`src/rtl/data_ram_arbiter.sv`:
```
// data_ram_arbiter: shares the single data_ram port between the CPU data port
// (master 0) and a secondary master (master 1). Each master gets one transfer
// at a time through a req/ack handshake; the grant is round-robin or fixed
// priority, and every transfer runs IDLE -> ACCESS (1+WAIT_CYCLES) -> RESP.
module data_ram_arbiter #(
    parameter int WAIT_CYCLES = 0,
    parameter int FIX_PRIO    = 0
) (
    input  logic        clk,
    input  logic        reset,
    input  logic        m0_req,
    input  logic        m0_we,
    input  logic [31:0] m0_addr,
    input  logic [3:0]  m0_sel,
    input  logic [31:0] m0_wdata,
    output logic [31:0] m0_rdata,
    output logic        m0_ack,
    input  logic        m1_req,
    input  logic        m1_we,
    input  logic [31:0] m1_addr,
    input  logic [3:0]  m1_sel,
    input  logic [31:0] m1_wdata,
    output logic [31:0] m1_rdata,
    output logic        m1_ack,
    output logic        ram_ce,
    output logic        ram_we,
    output logic [31:0] ram_addr,
    output logic [3:0]  ram_sel,
    output logic [31:0] ram_data_o,
    input  logic [31:0] ram_data_i,
    output logic        busy_o,
    output logic        owner_o
);

    typedef enum logic [1:0] {
        IDLE   = 2'd0,
        ACCESS = 2'd1,
        RESP   = 2'd2
    } state_t;

    localparam logic [3:0] WAIT_INIT = 4'(WAIT_CYCLES);

    state_t     state, state_next;
    logic       owner, owner_next;
    logic       last_owner, last_owner_next;
    logic [3:0] wait_cnt, wait_cnt_next;
    logic       grant;
    logic       owner_we;

    // Pick the winner among the current requesters; only used in IDLE.
    always_comb begin
        grant = 1'b0;
        if (m0_req && m1_req) begin
            grant = (FIX_PRIO != 0) ? 1'b0 : ~last_owner;
        end else if (m1_req) begin
            grant = 1'b1;
        end
    end

    assign owner_we = owner ? m1_we : m0_we;

    // State, owner and wait counter registers; last_owner starts at 1 so master 0 wins the first tie.
    always_ff @(posedge clk or negedge reset) begin
        if (!reset) begin
            state      <= IDLE;
            owner      <= 1'b0;
            last_owner <= 1'b1;
            wait_cnt   <= 4'd0;
        end else begin
            state      <= state_next;
            owner      <= owner_next;
            last_owner <= last_owner_next;
            wait_cnt   <= wait_cnt_next;
        end
    end

    // Next-state logic plus the RAM-side mux and the ack pulses.
    always_comb begin
        state_next      = state;
        owner_next      = owner;
        last_owner_next = last_owner;
        wait_cnt_next   = wait_cnt;
        ram_ce          = 1'b0;
        ram_we          = 1'b0;
        ram_addr        = 32'd0;
        ram_sel         = 4'd0;
        ram_data_o      = 32'd0;
        m0_ack          = 1'b0;
        m1_ack          = 1'b0;
        case (state)
            IDLE: begin
                if (m0_req || m1_req) begin
                    owner_next      = grant;
                    last_owner_next = grant;
                    wait_cnt_next   = WAIT_INIT;
                    state_next      = ACCESS;
                end
            end
            ACCESS: begin
                ram_ce     = 1'b1;
                ram_we     = owner_we && (wait_cnt == 4'd0);
                ram_addr   = owner ? m1_addr  : m0_addr;
                ram_sel    = owner ? m1_sel   : m0_sel;
                ram_data_o = owner ? m1_wdata : m0_wdata;
                if (wait_cnt != 4'd0) begin
                    wait_cnt_next = wait_cnt - 4'd1;
                end else begin
                    state_next = RESP;
                end
            end
            RESP: begin
                m0_ack     = ~owner;
                m1_ack     = owner;
                state_next = IDLE;
            end
            default: begin
                state_next = IDLE;
            end
        endcase
    end

    // Read data is captured on the final ACCESS edge, only for the owner and only on reads.
    always_ff @(posedge clk or negedge reset) begin
        if (!reset) begin
            m0_rdata <= 32'd0;
            m1_rdata <= 32'd0;
        end else if (state == ACCESS && wait_cnt == 4'd0 && !owner_we) begin
            if (owner) begin
                m1_rdata <= ram_data_i;
            end else begin
                m0_rdata <= ram_data_i;
            end
        end
    end

    assign busy_o  = (state != IDLE);
    assign owner_o = owner;

endmodule

```
`config.mk`:
```
export PLATFORM = sky130hd
export DESIGN_NAME = data_ram_arbiter
export DESIGN_NICKNAME = d
export VERILOG_FILES = /design/src/rtl/data_ram_arbiter.sv
export SDC_FILE = /design/constraint.sdc
export NUM_CORES = 1
export LEC_CHECK = 0
export BUFFER_PORTS_ARGS = -buffer_cell sky130_fd_sc_hd__buf_2
export CAP_MARGIN = 20
export CELL_PAD_IN_SITES_DETAIL_PLACEMENT = 2
export CELL_PAD_IN_SITES_GLOBAL_PLACEMENT = 2
export CORE_MARGIN = 4
export CORE_UTILIZATION = 22
export CTS_CLUSTER_SIZE = 8
export DETAILED_ROUTE_END_ITERATION = 10
export PLACE_DENSITY = 0.88
export SLEW_MARGIN = 20
export SYNTH_ARGS = -nofsm -noshare
export SYNTH_HDL_FRONTEND = slang
export SYNTH_SLANG_ARGS = --single-unit
```
`constraint.sdc`:
```
create_clock -name clk -period 2.2 [get_ports clk]
set_input_delay 0.44 -clock clk [delete_from_list [all_inputs] [get_ports clk]]
set_output_delay 0.44 -clock clk [all_outputs]
set_load 0.05 [all_outputs]
```
Yosys cells after proc, flatten, opt, wreduce, memory -nomap -nowiden
Cells that the tools add are included.

cells by class
  $add $sub $neg = 1
  equal/unequal tests = 5
  mux-type cells = 19
  bitwise gates (word level) = 2
  reduce and logical (&&, ||, !) cells = 16

operator list
  operator                                                                number
  32-bit 2-to-1 mux                                                       4
  4-bit 2-to-1 mux                                                        4
  4-bit one-hot mux with 2 select lines                                   1
  2-bit AND reduction                                                     4
  1-bit 2-to-1 mux                                                        7
  2-bit inequality test (second input constant)                           3
  1-bit logical AND                                                       4
  4-bit zero test                                                         1
  2-bit 2-to-1 mux                                                        2
  2-bit one-hot mux with 2 select lines                                   1
  2-bit nonzero test                                                      2
  4-bit nonzero test                                                      1
  4-bit by 1-bit subtractor with 4-bit output (second input constant)     1
  3-bit AND reduction                                                     1
  2-bit by 1-bit equality test with 1-bit output (second input constant)  1
  2-bit equality test (second input constant)                             1
  2-bit zero test                                                         1
  1-bit NOT                                                               2
  1-bit zero test                                                         1
  1-bit logical OR                                                        1

storage, ports and cells
  register bits = 72
  input port bits = 174
  output and inout bits = 138
  logic and storage cells = 49

Depth between registers and ports, before layout
Gate-level depths: netlist of the first run.

  depth in word-level cells = 4
  gate-level depth with buffers = 7
  gate-level depth less buffers = 5

Worst setup path after synthesis of the first run
OpenSTA, ideal clock, no wires.

  kind = register to output
  from = register owner (netlist: owner_o)
  to = output ram_we
  data arrival time = 2.504 ns
  data required time = 1.760 ns
  setup slack = -0.744 ns
  cell stages (with the launch flop) = 4
  buffers on the path = 1
  path through = dfrtp_1 > clkbuf_1 > mux2i_1 > nor4_1

between the ends
  word-level cells in the longest chain between the ends = 3

ends and longest elaborated chain
  item                      RTL line  RTL
  start: declaration        44        logic owner, owner_next;
  start signal: assignment  71        owner <= owner_next;
  1-bit 2-to-1 mux          60        assign owner_we = owner ? m1_we : m0_we;
  1-bit logical AND         101       ram_we = owner_we && (wait_cnt == 4'd0);
  1-bit 2-to-1 mux          90        case (state)
  end: declaration          26        output logic ram_we,

No other way between the ends.

Worst setup path in the final report of the first run
  from = register owner (netlist: owner_o)
  to = output ram_data_o[20]

between the ends
  word-level cells in the longest chain between the ends = 2

ends and longest elaborated chain
  item               RTL line  RTL
  32-bit 2-to-1 mux  104       ram_data_o = owner ? m1_wdata : m0_wdata;
  32-bit 2-to-1 mux  90
  end: declaration   29        output logic [31:0] ram_data_o,

No other way between the ends.

==> results of run 1 <==
-- path summary, 6_finish.rpt --
path	slack, ns	endpoint
worst min register to register	0.49	m1_rdata[19]
max in group asynchronous	1.02	owner_o
worst min-delay path	0.32	last_owner
worst max-delay path	0.03	ram_data_o[20]
min in group asynchronous	0.46	m1_rdata[13]
worst max register to register	0.07	m0_rdata[1]
-- where the power goes --
part	total, W	leakage, nW	internal (W)	switching (W)
clock	0.00133	0.129	0.000796	0.000535
combinational	0.00968	2.54	0.00296	0.00672
sequential	0.00238	0.878	0.00199	0.000392
-- per-stage QoR --
| step | cells | hold slack [ns] | TNS, ns |
|---|---|---|---|
| after floorplan | 334 | 0.144 | -2.88 |
| after global placement | 864 | 0.232 | 0 |
| after detailed placement | 864 | 0.234 | 0 |
| after CTS | 883 | 0.311 | 0 |
| after global routing | 885 | 0.338 | -0.548 |
| final | 885 | 0.322 | 0 |
-- layout by cell type (no fill, tap or decap), drive strengths merged, types with 2 or more instances in the layout --
cell / instances
nor2: 72
clkinvlp: 2
dfrtp: 71
ha: 2
nor3b: 2
mux2i: 71
o21ai: 5
mux2: 64
clkbuf: 15
inv: 6
nand2: 2
buf: 330
nand2b: 2
a21oi: 3
-- per-layer routing --
| layer | share of wire | vias to the layer above |
|---|---|---|
| met1 | 0.34 | 1868 |
| met5 | 0.0015 | - |
| met4 | 0.010 | 4 |
| met3 | 0.088 | 16 |
| li1 | - | 1805 |
| met2 | 0.56 | 167 |
-- cells by family after synthesis --
kind of cell,count (synthesis),synth area share
compound gates,11,0.0163
fa+ha+maj,2,0.00629
buf+inv,29,0.0443
flops,72,0.453
mux,135,0.388
simple gates,85,0.0921
-- critical path: stages, from the launching register on --
cell	delay (ns)
dfrtp_4	0.42
buf_12	0.18
buf_12	0.20
mux2i_1	0.35
nor2_4	0.05
buf_2	0.21
-- what timing repair did --
action | in CTS | in global routing
hold endpoints to repair | 1 | 0
cloned | 0 | 0
hold buffers | 1 | 0
setup endpoints to repair | 38 | 30
resized for setup | 3 | 28
setup buffers | 2 | 2
-- final cells by class --
| cell class | instances | area [um2] |
|---|---|---|
| clock buffers | 12 | 246 |
| clock inverters | 4 | 28.8 |
| fillers | 1895 | 10700 |
| inverters | 5 | 18.8 |
| multi-input cells | 233 | 2560 |
| flip-flops and latches | 72 | 1810 |
| well taps | 225 | 282 |
| repair buffers | 334 | 1850 |
-- flip-flops by register name, indices dropped and copies added (netlist names) --
signal	count
m0_rdata	32
m1_rdata	32
wait_cnt	4
state	2
last_owner	1
owner_o	1
==> flow_summary.yaml, run 1 <==
die:
  row_count: 48
  die-width_um: 143
  ios: 312
  die_y_um: 143
  initial_core_util: 0.227
  die-area_um2: 20300
  core_region_area_um2: 17500
worst_setup_path:
  crit_type: "flop to output pin"
  critPathLaunch: "owner_o"
  reg2regPathDepth: 6
  regToRegStartpoint: "wait_cnt[0]"
  worst_setup_path_start_kind: "flop"
  worstPathRequired_ns: 1.76
  cp-end-kind: "output pin"
  worst_ep_arrival_time_ns: 1.73
  crit_fanout: 18
logic_synthesis:
  synthArstFlopShare: 1.00
  synth_area_leaders: "dfrtp_1, mux2i_1, mux2_4"
  ys_seq_elements: 72
  synth-edff-count: 0
  yosys-top-cells-count: "nor2_1, dfrtp_1, mux2i_1"
  netlist_area_um2: 3980
  synth_most_common_cell: "nor2_1"
  netlist_instances: 334
  ys.flop_type: "dfrtp_1"
  synth.distinct_cells: 31
  synth_area_per_cell_um2: 11.9
  yosys.area.top_type: "dfrtp_1"
  ys_seq_area_frac: 0.453
  synth.top_cell.area_share: 0.446
  ys_warn_count: 0
  synth_nets: 510
timing:
  hold_viol: 0
  rsz0062_at_grt: "true"
  postLayoutSetupSlackWorst_ns: 0.0272
  clock_skew_ns: 0.0116
  slew_headroom: 0.663
  drv_slew: 0
  finalCritPeriodShare: 0.988
  max_freq_mhz: 460
  finalSetupViolations: 0
  timing_worst_slew_pin_value_ns: 0.505
  fin_crit_ns: 2.17
drt:
  routed_wirelength_mm: 17.5
  ant_nets: 0
  drtIter0Drc: 75
  vias: 3860
  via_per_inst: 4.36
  wire_per_inst_um: 19.7
  drc_errors: 0
  firstDrtPassIters: 3
cells_and_area:
  final_layout_size_suffix_gt1_frac: 0.755
  nets: 831
  antenna_cells: 0
  postLayoutCellArea_um2: 6800
  post-route-util: 0.388
  syn_to_final_growth_pct: 70.8
clock_tree:
  cts_buffer_depth: 2
  cts.sinks: 72
  cts_buffers: 9
  clk_transition_reported_paths_ns: 0.05
  htree_levels: 3
  cts_tree: "done"
  clockRootBuffer: "clkbuf_16"
  clk_latency_ns: 0.32
placement:
  io_buffers: 311
  post-place-ws_ns: 0.0665
  gp_congestion: 0.780
  placed_area_um2: 6370
  dpl.hpwl_mm: 14.5
grt:
  antenna_found_initial: 2
  grt_pass1_vias: 4447
  grtUsageMet1: 0.164
  grt_usage: 0.161
  grt-ovfl-total: 0
  grt_pass1_wl_mm: 25.7
  met3_usage: 0.0524
  grt_use_met2: 0.319
  grt_max_degree: 40
  top_usage_layer: "met2"
power:
  cellPowerDensity_nw_per_um2: 1970
  p_total_w: 0.0134
  p_leak_nw: 3.55
  peakVddDrop_mv: 0.828
run_status:
  status: "finished, final reports clean"
min_path:
  hold_path_class: "input pin to flop"
  hp-start: "m0_req"
  holdPathStages: 2
job:
  maxCapViolations: 0
Note: power is estimated with default switching activity, not from simulation.
==> run 2: changes to the inputs <==
CAP_MARGIN = 0   (was 20)
CORE_UTILIZATION = 24   (was 22)
PLACE_DENSITY = 0.94   (was 0.88)
clock period = 2.5 ns   (was 2.2 ns; I/O delays follow)
==> flow_summary.yaml, run 2 (synthesis gave the netlist of run 1 again) <==
cells_and_area:
  final_cells: 862
  mostFrequentLayoutCell: "buf_2"
  largestRegisters: "m0_rdata x32, m1_rdata x32, wait_cnt x4"
  post-route-util: 0.388
  nets: 816
  postLayoutCellArea_um2: 6230
  final_layout_size_suffix_gt1_frac: 0.719
  syn_to_final_growth_pct: 56.6
  final_cell_mix: "buf_2, mux2i_1, dfrtp_1, nor2_2, mux2_4"
grt:
  grt_pass1_wl_mm: 25.1
  grt_usage: 0.174
  antenna_found_initial: 1
  grt_max_degree: 57
  grt-ovfl-total: 0
  grt_pass1_vias: 4526
drt:
  vias: 3815
  drc_errors: 0
  wire_per_inst_um: 19.5
  via_per_inst: 4.43
  drtIter0Drc: 80
  firstDrtPassIters: 3
  ant_nets: 0
  routed_wirelength_mm: 16.8
worst_setup_path:
  regToRegStartpoint: "wait_cnt[0]"
  worst_ep_arrival_time_ns: 1.83
  crit_type: "flop to output pin"
  cp-end-kind: "output pin"
  worst_setup_path_start_kind: "flop"
  worstPathRequired_ns: 2.00
  crit_fanout: 17
  reg2reg_to: "m0_rdata[0]"
  reg2regPathDepth: 6
  rrSetupSlack_ns: 0.25
power:
  peakVddDrop_mv: 0.633
  cellPowerDensity_nw_per_um2: 1750
  p_switching_w: 0.00636
  internal-power_w: 0.00452
  p_seq_frac: 0.196
  power_frac_comb: 0.696
  p_clk_frac: 0.108
  swShare: 0.585
  p_leak_nw: 3.44
placement:
  gp_congestion: 0.802
  placed_area_um2: 5950
  io_buffers: 311
  dp_cells: 845
  dpl.hpwl_mm: 14.2
  post-place-ws_ns: 0.255
die:
  row_count: 46
  ios: 312
  core_region_area_um2: 16100
  die-area_um2: 18700
  die-width_um: 137
  die_y_um: 137
  initial_core_util: 0.248
job:
  maxCapViolations: 0
clock_tree:
  clk_latency_ns: 0.33
  cts.sinks: 72
  cts_buffer_depth: 2
  clk_transition_reported_paths_ns: 0.06
  htree_levels: 3
  cts_buffers: 9
  cts_hold_buf: 0
  cts_tree: "done"
  clockRootBuffer: "clkbuf_16"
timing:
  postLayoutSetupSlackWorst_ns: 0.172
  drv_slew: 0
  fin_setup_tns_ns: 0
  clock_skew_ns: 0.00666
  rsz0062_at_grt: "false"
  finalCritPeriodShare: 0.931
  hold_viol: 0
  fin_crit_ns: 2.33
  finalSetupViolations: 0
  slew_headroom: 0.710
  max_freq_mhz: 430
  timing_worst_slew_pin_value_ns: 0.436
run_status:
  status: "finished, final reports clean"
min_path:
  hold_path_class: "input pin to async pin"
-- run 2: changes by cell type in the layout (fill, tap and decap cells not counted), sizes merged --
cell	change
buf	-11
diode	+1
clkinv	+2
clkbuf	-5
dlygate4sd3	-1
-- run 2: worst max-delay path by stage --
| stage | from | endpoint | slack [ns] |
|---|---|---|---|
| 3_3_place_gp | wait_cnt[0] | m0_rdata[1] | 0.36 |
| 5_1_grt | state[1] | ram_ce | 0.07 |
| 4_1_cts | state[1] | ram_ce | 0.008 |
| 6_report | state[1] | ram_data_o[14] | 0.17 |
| 2_1_floorplan | state[1] | ram_we | 0.02 |
| 3_5_place_dp | wait_cnt[0] | m0_rdata[0] | 0.25 |
-- run 2: final cells by class --
| type | count | area [um2] |
|---|---|---|
| Antenna cell | 1 | 2.50 |
| Clock buffer | 10 | 229 |
| Clock inverter | 6 | 45.0 |
| Fill cell | 1758 | 9820 |
| Inverter | 5 | 18.8 |
| Multi-Input combinational cell | 233 | 2190 |
| Sequential cell | 72 | 1810 |
| Tap cell | 216 | 270 |
| Timing Repair Buffer | 319 | 1670 |
-- run 2: what timing repair did --
| action | in CTS | in global routing |
|---|---|---|
| setup buffers | 0 | 0 |
| resized for setup | 0 | 1 |
| endpoints found under the setup margin | 0 | 1 |
-- run 2: through the flow --
step / power [W] / hold WS (ns)
after floorplan: 0.00794 / 0.204
after global placement: 0.00949 / 0.462
after detailed placement: 0.00980 / 0.477
after CTS: 0.0110 / 0.108
after global routing: 0.0114 / 0.126
final: 0.0109 / 0.104
-- run 2: power groups by stage --
stage	combinational [W]	sequential, W	clock [W]
2_1_floorplan	0.00407	0.00387	0
3_3_place_gp	0.00742	0.00208	0
3_5_place_dp	0.00766	0.00215	0
4_1_cts	0.00767	0.00214	0.00122
5_1_grt	0.00794	0.00221	0.00128
6_report	0.00758	0.00213	0.00118
-- run 2: worst max-delay path, stage by stage (launching register included) --
cell and delay, ns:
dfrtp_1 0.42, nand2b_4 0.28, buf_4 0.27, nor2_2 0.21, buf_2 0.30
-- run 2: per-layer routing --
metal  track usage  part of all wire  vias up  routed length, um
met1         0.181              0.34     1874               5720
met5             0                 0        -                  0
met3        0.0478             0.064       13               1080
li1              -                 -     1769                  -
met2         0.343              0.58      159               9730
met4        0.0421             0.014        0                237
==> run 3: changes to the inputs <==
ABC_CLOCK_PERIOD_IN_PS = 2500   (was not set)
CTS_BUF_LIST = sky130_fd_sc_hd__clkbuf_8   (was not set)
SKIP_LAST_GASP = 1   (was not set)
==> flow_summary.yaml, run 3 (synthesis gave the netlist of run 1 again) <==
run_status:
  status: "finished, final reports clean"
cells_and_area:
  largestRegisters: "m0_rdata x32, m1_rdata x32, wait_cnt x4"
  mostFrequentLayoutCell: "buf_2"
  antenna_cells: 0
  fill_cells: 1757
  final_layout_size_suffix_gt1_frac: 0.719
  nets: 816
  syn_to_final_growth_pct: 54.0
  final_cell_mix: "buf_2, mux2i_1, dfrtp_1, nor2_2, mux2_4"
worst_setup_path:
  worst_setup_path_start_kind: "flop"
  worstPathRequired_ns: 2.00
  critPathBufInv: 3
  worst_path_dominant_cell_family: "buffers and inverters"
  worst_ep_arrival_time_ns: 1.82
  regToRegStartpoint: "wait_cnt[0]"
  critPathLaunch: "state[1]"
  cp-end-kind: "output pin"
  reg2regPathDepth: 6
  path_cells: "nand2b_4, buf_6, inv_1, buf_2"
  crit_type: "flop to output pin"
  slowest_delay_ns: 0.42
  cpMaxStageDelayCell: "dfrtp_1"
  crit_cells: 4
  crit_fanout: 31
timing:
  fin_crit_ns: 2.32
  timing_worst_slew_pin_value_ns: 0.435
  clock_skew_ns: 0.00948
  drv_slew: 0
  finalCritPeriodShare: 0.929
  whs_ns: 0.0796
  slew_headroom: 0.710
  hold_viol: 0
  max_freq_mhz: 431
  fin_setup_tns_ns: 0
  finalSetupViolations: 0
  rsz0062_at_grt: "false"
drt:
  ant_nets: 0
  firstDrtPassIters: 3
  routed_wirelength_mm: 16.6
  via_per_inst: 4.41
  drtIter0Drc: 82
  wire_per_inst_um: 19.3
  drc_errors: 0
  vias: 3795
clock_tree:
  cts.sinks: 72
  cts_buffer_depth: 2
  cts_buffers: 9
  cts_setup_buffers: 0
  htree_levels: 3
  cts_tree: "done"
  clk_latency_ns: 0.35
  clk_transition_reported_paths_ns: 0.08
  clockRootBuffer: "clkbuf_8"
grt:
  grt_usage: 0.173
  grt_max_degree: 57
  antenna_found_initial: 0
  grt-ovfl-total: 0
  grt_pass1_vias: 4492
  grt_pass1_wl_mm: 24.9
die:
  die-area_um2: 18700
  row_count: 46
  die-width_um: 137
  initial_core_util: 0.248
  ios: 312
  die_y_um: 137
  core_region_area_um2: 16100
power:
  peakVddDrop_mv: 0.675
  p_leak_nw: 3.40
  cellPowerDensity_nw_per_um2: 1710
placement:
  dpl.hpwl_mm: 14.2
  io_buffers: 311
  gp_congestion: 0.802
min_path:
  hold_path_class: "input pin to async pin"
job:
  maxCapViolations: 0
==> run 3: changes by cell type in the layout (fill, tap and decap cells not counted) <==
cell       before  now
clkbuf_1        1    0
clkbuf_8        0    9
clkbuf_16       9    0
inv_1           5    6
diode_2         1    0
==> run 3: layer usage <==
metal,global-route usage,part of all wire,up-vias
li1,-,-,1768
met1,0.182,0.34,1856
met2,0.338,0.58,157
met3,0.0482,0.065,14
met4,0.0360,0.013,0
met5,0,0,-
==> run 3: path summary, 6_finish.rpt <==
kind                                to  slack [ns]
max in group asynchronous  m1_rdata[4]        1.77
min                           state[0]        0.08
max reg2reg                m0_rdata[0]        0.22
min in group clk            last_owner        0.36
min reg2reg                m1_rdata[0]        0.50
max                             ram_ce        0.18
==> run 3: where the power goes <==
group	internal (W)	switching (W)	leakage (nW)
combinational	0.00210	0.00547	2.43
sequential	0.00174	0.000373	0.878
clock	0.000361	0.000458	0.0883
==> run 3: cell type report <==
class | instances | area, um2 | area share
Clock inverter | 7 | 48.8 | 0.00796
Timing Repair Buffer | 319 | 1670 | 0.272
Clock buffer | 9 | 124 | 0.0202
Inverter | 5 | 18.8 | 0.00306
Tap cell | 216 | 270 | 0.0441
Multi-Input combinational cell | 233 | 2190 | 0.358
Sequential cell | 72 | 1810 | 0.295
==> run 3: per-stage QoR <==
step                setup slack [ns]  utilization  std cells  power, W  instance area [um2]
floorplan                     0.0237            -        334   0.00794                 4160
global placement               0.357        0.371        845   0.00949                 5950
detailed placement             0.255        0.371        845   0.00980                 5950
CTS                            0.112        0.382        861    0.0107                 6130
global route                  0.0228        0.382        861    0.0111                 6130
finish                         0.177        0.382        861    0.0105                 6130
==> run 3: repair_timing <==
| item | 4_1_cts | 5_1_grt |
|---|---|---|
| hold buffers | 0 | 0 |
| gates resized for setup | 1 | 0 |
| setup endpoints to repair | 1 | 0 |
